**src/rtl/hwlp_gen_if.sv**
```systemverilog
// Handshake, configuration and status bundle of the nested hardware loop generator.
// The producer of tuples (the loop unit) uses the slave modport; the controller/consumer side uses master.
interface hwlp_gen_if #(
  parameter int N_LP     = 4,
  parameter int NBIT_IV  = 16,
  parameter int NBIT_II  = 4,
  parameter int NBIT_NLP = $clog2(N_LP + 1)
);
  logic                      start_i;
  logic                      abort_i;
  logic [NBIT_II-1:0]        cfg_ii_i;
  logic [NBIT_NLP-1:0]       cfg_n_lp_i;
  logic [N_LP*NBIT_IV-1:0]   cfg_iv_i;
  logic [N_LP*NBIT_IV-1:0]   cfg_fv_i;
  logic [N_LP*NBIT_IV-1:0]   cfg_inc_i;
  logic                      ready_i;
  logic [N_LP*NBIT_IV-1:0]   loop_vars_o;
  logic [N_LP-1:0]           end_cond_o;
  logic                      valid_o;
  logic                      last_o;
  logic                      busy_o;
  logic                      done_o;

  modport master (
    output start_i, abort_i, cfg_ii_i, cfg_n_lp_i, cfg_iv_i, cfg_fv_i, cfg_inc_i, ready_i,
    input  loop_vars_o, end_cond_o, valid_o, last_o, busy_o, done_o
  );

  modport slave (
    input  start_i, abort_i, cfg_ii_i, cfg_n_lp_i, cfg_iv_i, cfg_fv_i, cfg_inc_i, ready_i,
    output loop_vars_o, end_cond_o, valid_o, last_o, busy_o, done_o
  );
endinterface

```
**src/rtl/hwlp_gen.sv**
```systemverilog
// N-level nested hardware loop unit: emits induction-variable tuples every II cycles with
// valid/ready backpressure, runtime depth selection, signed increments, abort and done status.
//
// state | meaning
// IDLE  | waiting for start with a legal active-level count
// RUN   | emitting tuples; a tuple is offered when ii_cnt == 0
// DONE  | one-cycle completion pulse, vars back at latched iv
module hwlp_gen #(
  parameter int N_LP     = 4,
  parameter int NBIT_IV  = 16,
  parameter int NBIT_II  = 4,
  parameter int NBIT_NLP = $clog2(N_LP + 1)
) (
  input logic       clk_i,
  input logic       rst_n_i,
  hwlp_gen_if.slave bus
);

  typedef enum logic [1:0] {IDLE = 2'd0, RUN = 2'd1, DONE = 2'd2} state_t;

  localparam logic [NBIT_NLP-1:0] NLP_MAX = NBIT_NLP'(N_LP);

  state_t               state, state_nxt;
  logic [NBIT_II-1:0]   ii_cnt, ii_q;
  logic [NBIT_NLP-1:0]  nlp_q;
  logic [NBIT_IV-1:0]   var_q [N_LP];
  logic [NBIT_IV-1:0]   iv_q  [N_LP];
  logic [NBIT_IV-1:0]   fv_q  [N_LP];
  logic [NBIT_IV-1:0]   inc_q [N_LP];
  logic [N_LP-1:0]      ec, step;
  logic                 cfg_ok, valid, last;
  logic                 load, finish, advance, clr_cnt, wrap;

  assign cfg_ok = (bus.cfg_n_lp_i != '0) && (bus.cfg_n_lp_i <= NLP_MAX);
  assign valid  = (state == RUN) && (ii_cnt == '0);

  // Inactive levels report "ended" so the carry chain passes straight through them.
  always_comb begin
    ec = '0;
    for (int i = 0; i < N_LP; i++) begin
      ec[i] = (NBIT_NLP'(i) >= nlp_q) || (var_q[i] == fv_q[i]);
    end
  end

  always_comb begin
    step    = '0;
    step[0] = 1'b1;
    for (int i = 1; i < N_LP; i++) begin
      step[i] = step[i-1] & ec[i-1];
    end
  end

  assign last = valid && (&ec);

  always_ff @(posedge clk_i or negedge rst_n_i) begin
    if (!rst_n_i) state <= IDLE;
    else          state <= state_nxt;
  end

  always_comb begin
    state_nxt = state;
    load      = 1'b0;
    finish    = 1'b0;
    advance   = 1'b0;
    clr_cnt   = 1'b0;
    case (state)
      IDLE: begin
        if (bus.start_i && cfg_ok && !bus.abort_i) begin
          state_nxt = RUN;
          load      = 1'b1;
        end
      end
      RUN: begin
        if (bus.abort_i) begin
          state_nxt = IDLE;
          clr_cnt   = 1'b1;
        end else if (valid && bus.ready_i && last) begin
          state_nxt = DONE;
          finish    = 1'b1;
        end else if (!(valid && !bus.ready_i)) begin
          advance = 1'b1;
        end
      end
      DONE:    state_nxt = IDLE;
      default: state_nxt = IDLE;
    endcase
  end

  assign wrap = advance && (ii_cnt == ii_q);

  always_ff @(posedge clk_i or negedge rst_n_i) begin
    if (!rst_n_i) begin
      ii_cnt <= '0;
      ii_q   <= '0;
      nlp_q  <= '0;
      for (int i = 0; i < N_LP; i++) begin
        var_q[i] <= '0;
        iv_q[i]  <= '0;
        fv_q[i]  <= '0;
        inc_q[i] <= '0;
      end
    end else if (load) begin
      ii_cnt <= '0;
      ii_q   <= bus.cfg_ii_i;
      nlp_q  <= bus.cfg_n_lp_i;
      for (int i = 0; i < N_LP; i++) begin
        var_q[i] <= bus.cfg_iv_i[i*NBIT_IV +: NBIT_IV];
        iv_q[i]  <= bus.cfg_iv_i[i*NBIT_IV +: NBIT_IV];
        fv_q[i]  <= bus.cfg_fv_i[i*NBIT_IV +: NBIT_IV];
        inc_q[i] <= bus.cfg_inc_i[i*NBIT_IV +: NBIT_IV];
      end
    end else if (finish) begin
      ii_cnt <= '0;
      for (int i = 0; i < N_LP; i++) begin
        var_q[i] <= iv_q[i];
      end
    end else if (clr_cnt) begin
      ii_cnt <= '0;
    end else if (advance) begin
      ii_cnt <= wrap ? '0 : ii_cnt + 1'b1;
      if (wrap) begin
        for (int i = 0; i < N_LP; i++) begin
          if (step[i]) var_q[i] <= ec[i] ? iv_q[i] : var_q[i] + inc_q[i];
        end
      end
    end
  end

  always_comb begin
    bus.loop_vars_o = '0;
    for (int i = 0; i < N_LP; i++) begin
      bus.loop_vars_o[i*NBIT_IV +: NBIT_IV] = var_q[i];
    end
  end

  assign bus.end_cond_o = (state == RUN) ? ec : '0;
  assign bus.valid_o    = valid;
  assign bus.last_o     = last;
  assign bus.busy_o     = (state != IDLE);
  assign bus.done_o     = (state == DONE);

endmodule

```
**src/flat_wrapper.sv**
```systemverilog
// flat-port wrapper written by rule: the top's interface ports become plain ports
module hwlp_gen_flat 
#(
  parameter int N_LP     = 4,
  parameter int NBIT_IV  = 16,
  parameter int NBIT_II  = 4,
  parameter int NBIT_NLP = $clog2(N_LP + 1)
)
  (clk_i, rst_n_i, bus_start_i, bus_abort_i, bus_cfg_ii_i, bus_cfg_n_lp_i, bus_cfg_iv_i, bus_cfg_fv_i, bus_cfg_inc_i, bus_ready_i, bus_loop_vars_o, bus_end_cond_o, bus_valid_o, bus_last_o, bus_busy_o, bus_done_o);
  hwlp_gen_if #(.N_LP(N_LP), .NBIT_IV(NBIT_IV), .NBIT_II(NBIT_II), .NBIT_NLP(NBIT_NLP)) bus_i ();
  input logic clk_i;
  input logic rst_n_i;
  input wire logic [$bits(bus_i.start_i)-1:0] bus_start_i;
  input wire logic [$bits(bus_i.abort_i)-1:0] bus_abort_i;
  input wire logic [$bits(bus_i.cfg_ii_i)-1:0] bus_cfg_ii_i;
  input wire logic [$bits(bus_i.cfg_n_lp_i)-1:0] bus_cfg_n_lp_i;
  input wire logic [$bits(bus_i.cfg_iv_i)-1:0] bus_cfg_iv_i;
  input wire logic [$bits(bus_i.cfg_fv_i)-1:0] bus_cfg_fv_i;
  input wire logic [$bits(bus_i.cfg_inc_i)-1:0] bus_cfg_inc_i;
  input wire logic [$bits(bus_i.ready_i)-1:0] bus_ready_i;
  output wire logic [$bits(bus_i.loop_vars_o)-1:0] bus_loop_vars_o;
  output wire logic [$bits(bus_i.end_cond_o)-1:0] bus_end_cond_o;
  output wire logic [$bits(bus_i.valid_o)-1:0] bus_valid_o;
  output wire logic [$bits(bus_i.last_o)-1:0] bus_last_o;
  output wire logic [$bits(bus_i.busy_o)-1:0] bus_busy_o;
  output wire logic [$bits(bus_i.done_o)-1:0] bus_done_o;
  assign bus_i.start_i = bus_start_i;
  assign bus_i.abort_i = bus_abort_i;
  assign bus_i.cfg_ii_i = bus_cfg_ii_i;
  assign bus_i.cfg_n_lp_i = bus_cfg_n_lp_i;
  assign bus_i.cfg_iv_i = bus_cfg_iv_i;
  assign bus_i.cfg_fv_i = bus_cfg_fv_i;
  assign bus_i.cfg_inc_i = bus_cfg_inc_i;
  assign bus_i.ready_i = bus_ready_i;
  assign bus_loop_vars_o = bus_i.loop_vars_o;
  assign bus_end_cond_o = bus_i.end_cond_o;
  assign bus_valid_o = bus_i.valid_o;
  assign bus_last_o = bus_i.last_o;
  assign bus_busy_o = bus_i.busy_o;
  assign bus_done_o = bus_i.done_o;
  hwlp_gen #(.N_LP(N_LP), .NBIT_IV(NBIT_IV), .NBIT_II(NBIT_II), .NBIT_NLP(NBIT_NLP)) u_core (.clk_i(clk_i), .rst_n_i(rst_n_i), .bus(bus_i));
endmodule
```
**config.mk**
```make
export PLATFORM = sky130hd
export DESIGN_NAME = hwlp_gen_flat
export DESIGN_NICKNAME = d
export VERILOG_FILES = /design/src/rtl/hwlp_gen_if.sv /design/src/rtl/hwlp_gen.sv /design/src/flat_wrapper.sv
export SDC_FILE = /design/constraint.sdc
export NUM_CORES = 1
export LEC_CHECK = 0
export CORE_ASPECT_RATIO = 1.5
export CORE_MARGIN = 2
export CORE_UTILIZATION = 40
export DETAILED_ROUTE_END_ITERATION = 6
export GPL_TIMING_DRIVEN = 0
export MAX_ROUTING_LAYER = met4
export SETUP_SLACK_MARGIN = 0.02
export SLEW_MARGIN = 30
export SYNTH_ARGS = -nofsm -noshare
export SYNTH_HDL_FRONTEND = slang
export SYNTH_SLANG_ARGS = --single-unit
```
**constraint.sdc**
```tcl
create_clock -name clk_i -period 3.7 [get_ports clk_i]
set_clock_uncertainty 0.05 [all_clocks]
set_input_delay 0.555 -clock clk_i [delete_from_list [all_inputs] [get_ports clk_i]]
set_output_delay 0.555 -clock clk_i [all_outputs]
set_load 0.01 [all_outputs]
```
==> results.txt <==
- Vert. Die Dim: 239 microns
- The cell count after synthesis came out at 1703.
- Counting the fill cells in the layout gives 3463.
- Wires add up to 49.0 mm.
* Count of different cell masters after synthesis: 67
- Pin placement for this block handled 276 I/O pins.
- Max-cap violations: 0
- Total Nets Final: 2290
- The detail route stage leaves a number of antenna-violating nets equal to 0.
- In this run the tool buffered the top-level ports with 274 buffer cells.
* Stage delay of the slowest cell on the critical path: 0.56 ns
- Global router's overall resource usage: 26.1%
- The flow ran to the end, and the final reports show no timing, DRC or antenna violations.
* Worst Path Required: 3.09 ns
- Register area share after synthesis: 45.7%
- Count of flip-flops with a built-in enable after synthesis: 0
* Final critical-path required period: 3.60 ns
- In the final layout, the share of cells above drive strength 1 is 6.12%.
* Sequential cell area in the final layout: 0.00673 sq mm
- Main synth FF type: dfrtp_1
* Max H-tree Level: 1
- The critical path is of the flop to output port type.
- The via count of the first global-routing pass is 13500.
- Area of the core region: 0.0365 sq mm
- Summed instance area of the synthesized netlist: 0.0147 sq mm
- Along the worst path, the maximum fanout reaches 13.
- The number of cells on the worst reg-to-reg path is 12.
- Nature of the critical path startpoint: flop
* Clock tree from TritonCTS: yes
- Total instance count after detailed placement: 2464
- The worst setup path is captured at an output port.
* Worst-margin pin slew: 0.857 ns
- For this block, the initial DRC count from the detailed router was 697.
* DRC violation count after routing: 0
- Global-route wire length before repair: 74.9 mm
- Fraction of the cycle the final worst path needs: 97.4%
* Number of iterations in the first detailed-routing pass: 7
- Num CTS Buffers: 29
* Final cell count without fillers: 2529
* Library cell contributing the largest single delay on the critical path: clkdlybuf4s50_1
- Data arrival at the endpoint of the critical path: 3.00 ns
- In this run the critical register-to-register path is launched from u_core.bus.loop_vars_o[14]$_DFFE_PN0P_.
- At the end of routability-driven placement, the weighted congestion stood at 0.918.
* Core Util, Final: 53.1%
* Flop and latch count out of synthesis: 269
- After detailed routing, the number of vias per cell comes to 5.19.
* Routed len/inst: 19.4 microns
* Die extent in x: 161 microns
- Summed over all cells, the static leakage comes to 9.25 nW.
- Final global-route overflow total: 0
- Max Transition Viols Final: 0
- Starting utilization of the core area: 40.4%
- Leading cell types in the layout, fill and taps excluded: nand2_1 (632), clkdlybuf4s50_1 (270), dfrtp_1 (268)
- In the synthesized netlist the async set-or-reset flop fraction comes to 100%.
* Launching element of the worst setup path: u_core.bus.loop_vars_o[35]$_DFFE_PN0P_
- Broken down by cell family, the worst path's largest delay share belongs to simple AND/OR/NAND/NOR gates.
- Adding up every negative setup slack in the final design gives 0 ns.
- The die covers 0.0384 sq mm.
- Across the VDD grid, the largest voltage drop is 0.364 mV.
* Number of buffers and inverters on the critical path: 2
* Placed inst area: 0.0182 sq mm
- Setup violations remaining at the end of the flow were counted as 0.
* Total number of vias: 13100
- Leaving out fill and tap cells, the most frequent cell in the layout is nand2_1.
* Hold Violations, Final: 0
- Clock-pin slew of the registers on the worst-case setup and hold paths: 0.07 ns
- Net Count, Synth: 1973
- In this run the critical register-to-register path is captured at u_core.bus.loop_vars_o[54]$_DFFE_PN0P_.
- Clock latency on the worst-skew pair, taken at its later pin, is 0.56 ns.
- Before CTS, the worst setup slack after placement is -0.258 ns.
* Final instance area: 0.0194 sq mm
- Growth of design area from synthesis to finish: 31.4%
- Pin count of the biggest net entering global routing: 86
- Cell depth of the worst setup path: 7
- Number of clock sinks seen by CTS: 269
* Final Worst Setup Slack: 0.0976 ns
- The initial antenna violation count is 4.
- Root buffer selected by CTS: clkbuf_16
* Number of buffers on the longest clock path: 3
- In this run the tightest slew margin relative to its limit is 42.9%.
- Setup repair after global routing left no endpoint under its margin.
- Power per standard cell area: 714 mW/mm^2
* Highest clock rate: 0.278 GHz
- The critical path ends at bus_end_cond_o[2].
* Placement row count: 86
* Mean post-synth cell area: 8.65 sq um
* Crit-path cells: xor2_1 > nor4_2 > nand4_1 > buf_4 > o21a_1 > nor2_2 > clkdlybuf4s50_1
- The multi-input combinational cells in the finished layout cover a total of 0.00765 sq mm.
- Detailed Place HPWL: 36.8 mm
- The worst hold path belongs to the class input port to flop.
- In this run the register-to-register setup slack is 0.28 ns.
* Number of synthesis warnings: 0
==> sequential cells by signal, summed over array words and instances, names as in the netlist <==
| signal | cells |
|---|---|
| u_core.ii_cnt | 4 |
| u_core.fv_q | 64 |
| u_core.bus.loop_vars_o | 64 |
| u_core.ii_q | 4 |
| u_core.iv_q | 64 |
| u_core.state | 2 |
| u_core.nlp_q | 3 |
| u_core.inc_q | 64 |
==> layout make-up <==
cell class / count / share of cell area [%]
Clock buffer: 36 / 3.94
Inverter: 26 / 0.504
Sequential cell: 269 / 34.8
Antenna cell: 4 / 0.0517
Timing Repair Buffer: 287 / 15.0
Multi-Input combinational cell: 1333 / 39.5
Buffer: 74 / 1.66
Tap cell: 484 / 3.13
Clock inverter: 16 / 1.36
==> cell usage after synthesis, types with 15 or more instances <==
master / number / area (sq um)
nand2_1: 632 / 2370
dfrtp_1: 269 / 6730
o21ai_0: 86 / 430
xor2_1: 78 / 683
a21oi_1: 65 / 325
nor2_1: 65 / 244
clkbuf_1: 64 / 240
ha_1: 62 / 776
xnor2_1: 35 / 307
mux2i_1: 33 / 330
nor3_1: 26 / 130
inv_1: 25 / 93.8
mux2_2: 19 / 214
o211ai_1: 18 / 135
nor4_1: 17 / 106
nor2b_1: 15 / 93.8
==> layer usage <==
| layer | part of all wire (%) | vias to the layer above | GRT usage [%] |
|---|---|---|---|
| met5 | 0 | - | - |
| met4 | 4.0 | 0 | 10.7 |
| met3 | 4.5 | 94 | 3.40 |
| met2 | 52 | 350 | 46.7 |
| met1 | 40 | 6342 | 29.3 |
| li1 | - | 6332 | - |
==> cells by family after synthesis <==
family	share of synthesized area, %
fa+ha+maj	5.81
xor+xnor	6.72
buf+inv	2.76
flops	45.7
mux	4.51
simple gates	23.1
compound gates	11.4
==> through the flow <==
| stage | total power, mW | hold slack [ns] |
|---|---|---|
| 3_5_place_dp | 10.5 | 0.405 |
| 4_1_cts | 13.9 | 0.271 |
| 2_1_floorplan | 8.33 | 0.209 |
| 3_3_place_gp | 10.4 | 0.390 |
| 5_1_grt | 14.7 | 0.298 |
| 6_report | 13.8 | 0.297 |
==> worst min-delay path by stage <==
stage                                startpoint                                     to  depth (start not counted)  slack, ns
floorplan                               rst_n_i  u_core.bus.loop_vars_o[0]$_DFFE_PN0P_                          0       0.21
global placement    u_core.iv_q[63]$_DFFE_PN0P_            u_core.iv_q[63]$_DFFE_PN0P_                          2       0.39
detailed placement  u_core.iv_q[63]$_DFFE_PN0P_            u_core.iv_q[63]$_DFFE_PN0P_                          2       0.41
CTS                                 bus_ready_i            u_core.state[0]$_DFFE_PN0P_                          4       0.27
global route                        bus_ready_i            u_core.state[1]$_DFFE_PN0P_                          2       0.30
finish                              bus_ready_i            u_core.state[1]$_DFFE_PN0P_                          2       0.30
==> power breakdown <==
group          switching, mW  internal [mW]
Combinational           3.06           2.85
Clock                   1.26           1.94
Sequential             0.889           3.81
Total                   5.21           8.60
==> what timing repair did <==
item,4_1_cts,5_1_grt
hold buffers,1,0
endpoints found under the hold margin,53,0
resized for setup,18,2
cloned,0,0
setup buffers,6,3
endpoints found under the setup margin,12,10
pin swaps,6,3
Note: power is estimated with default switching activity, not from simulation.
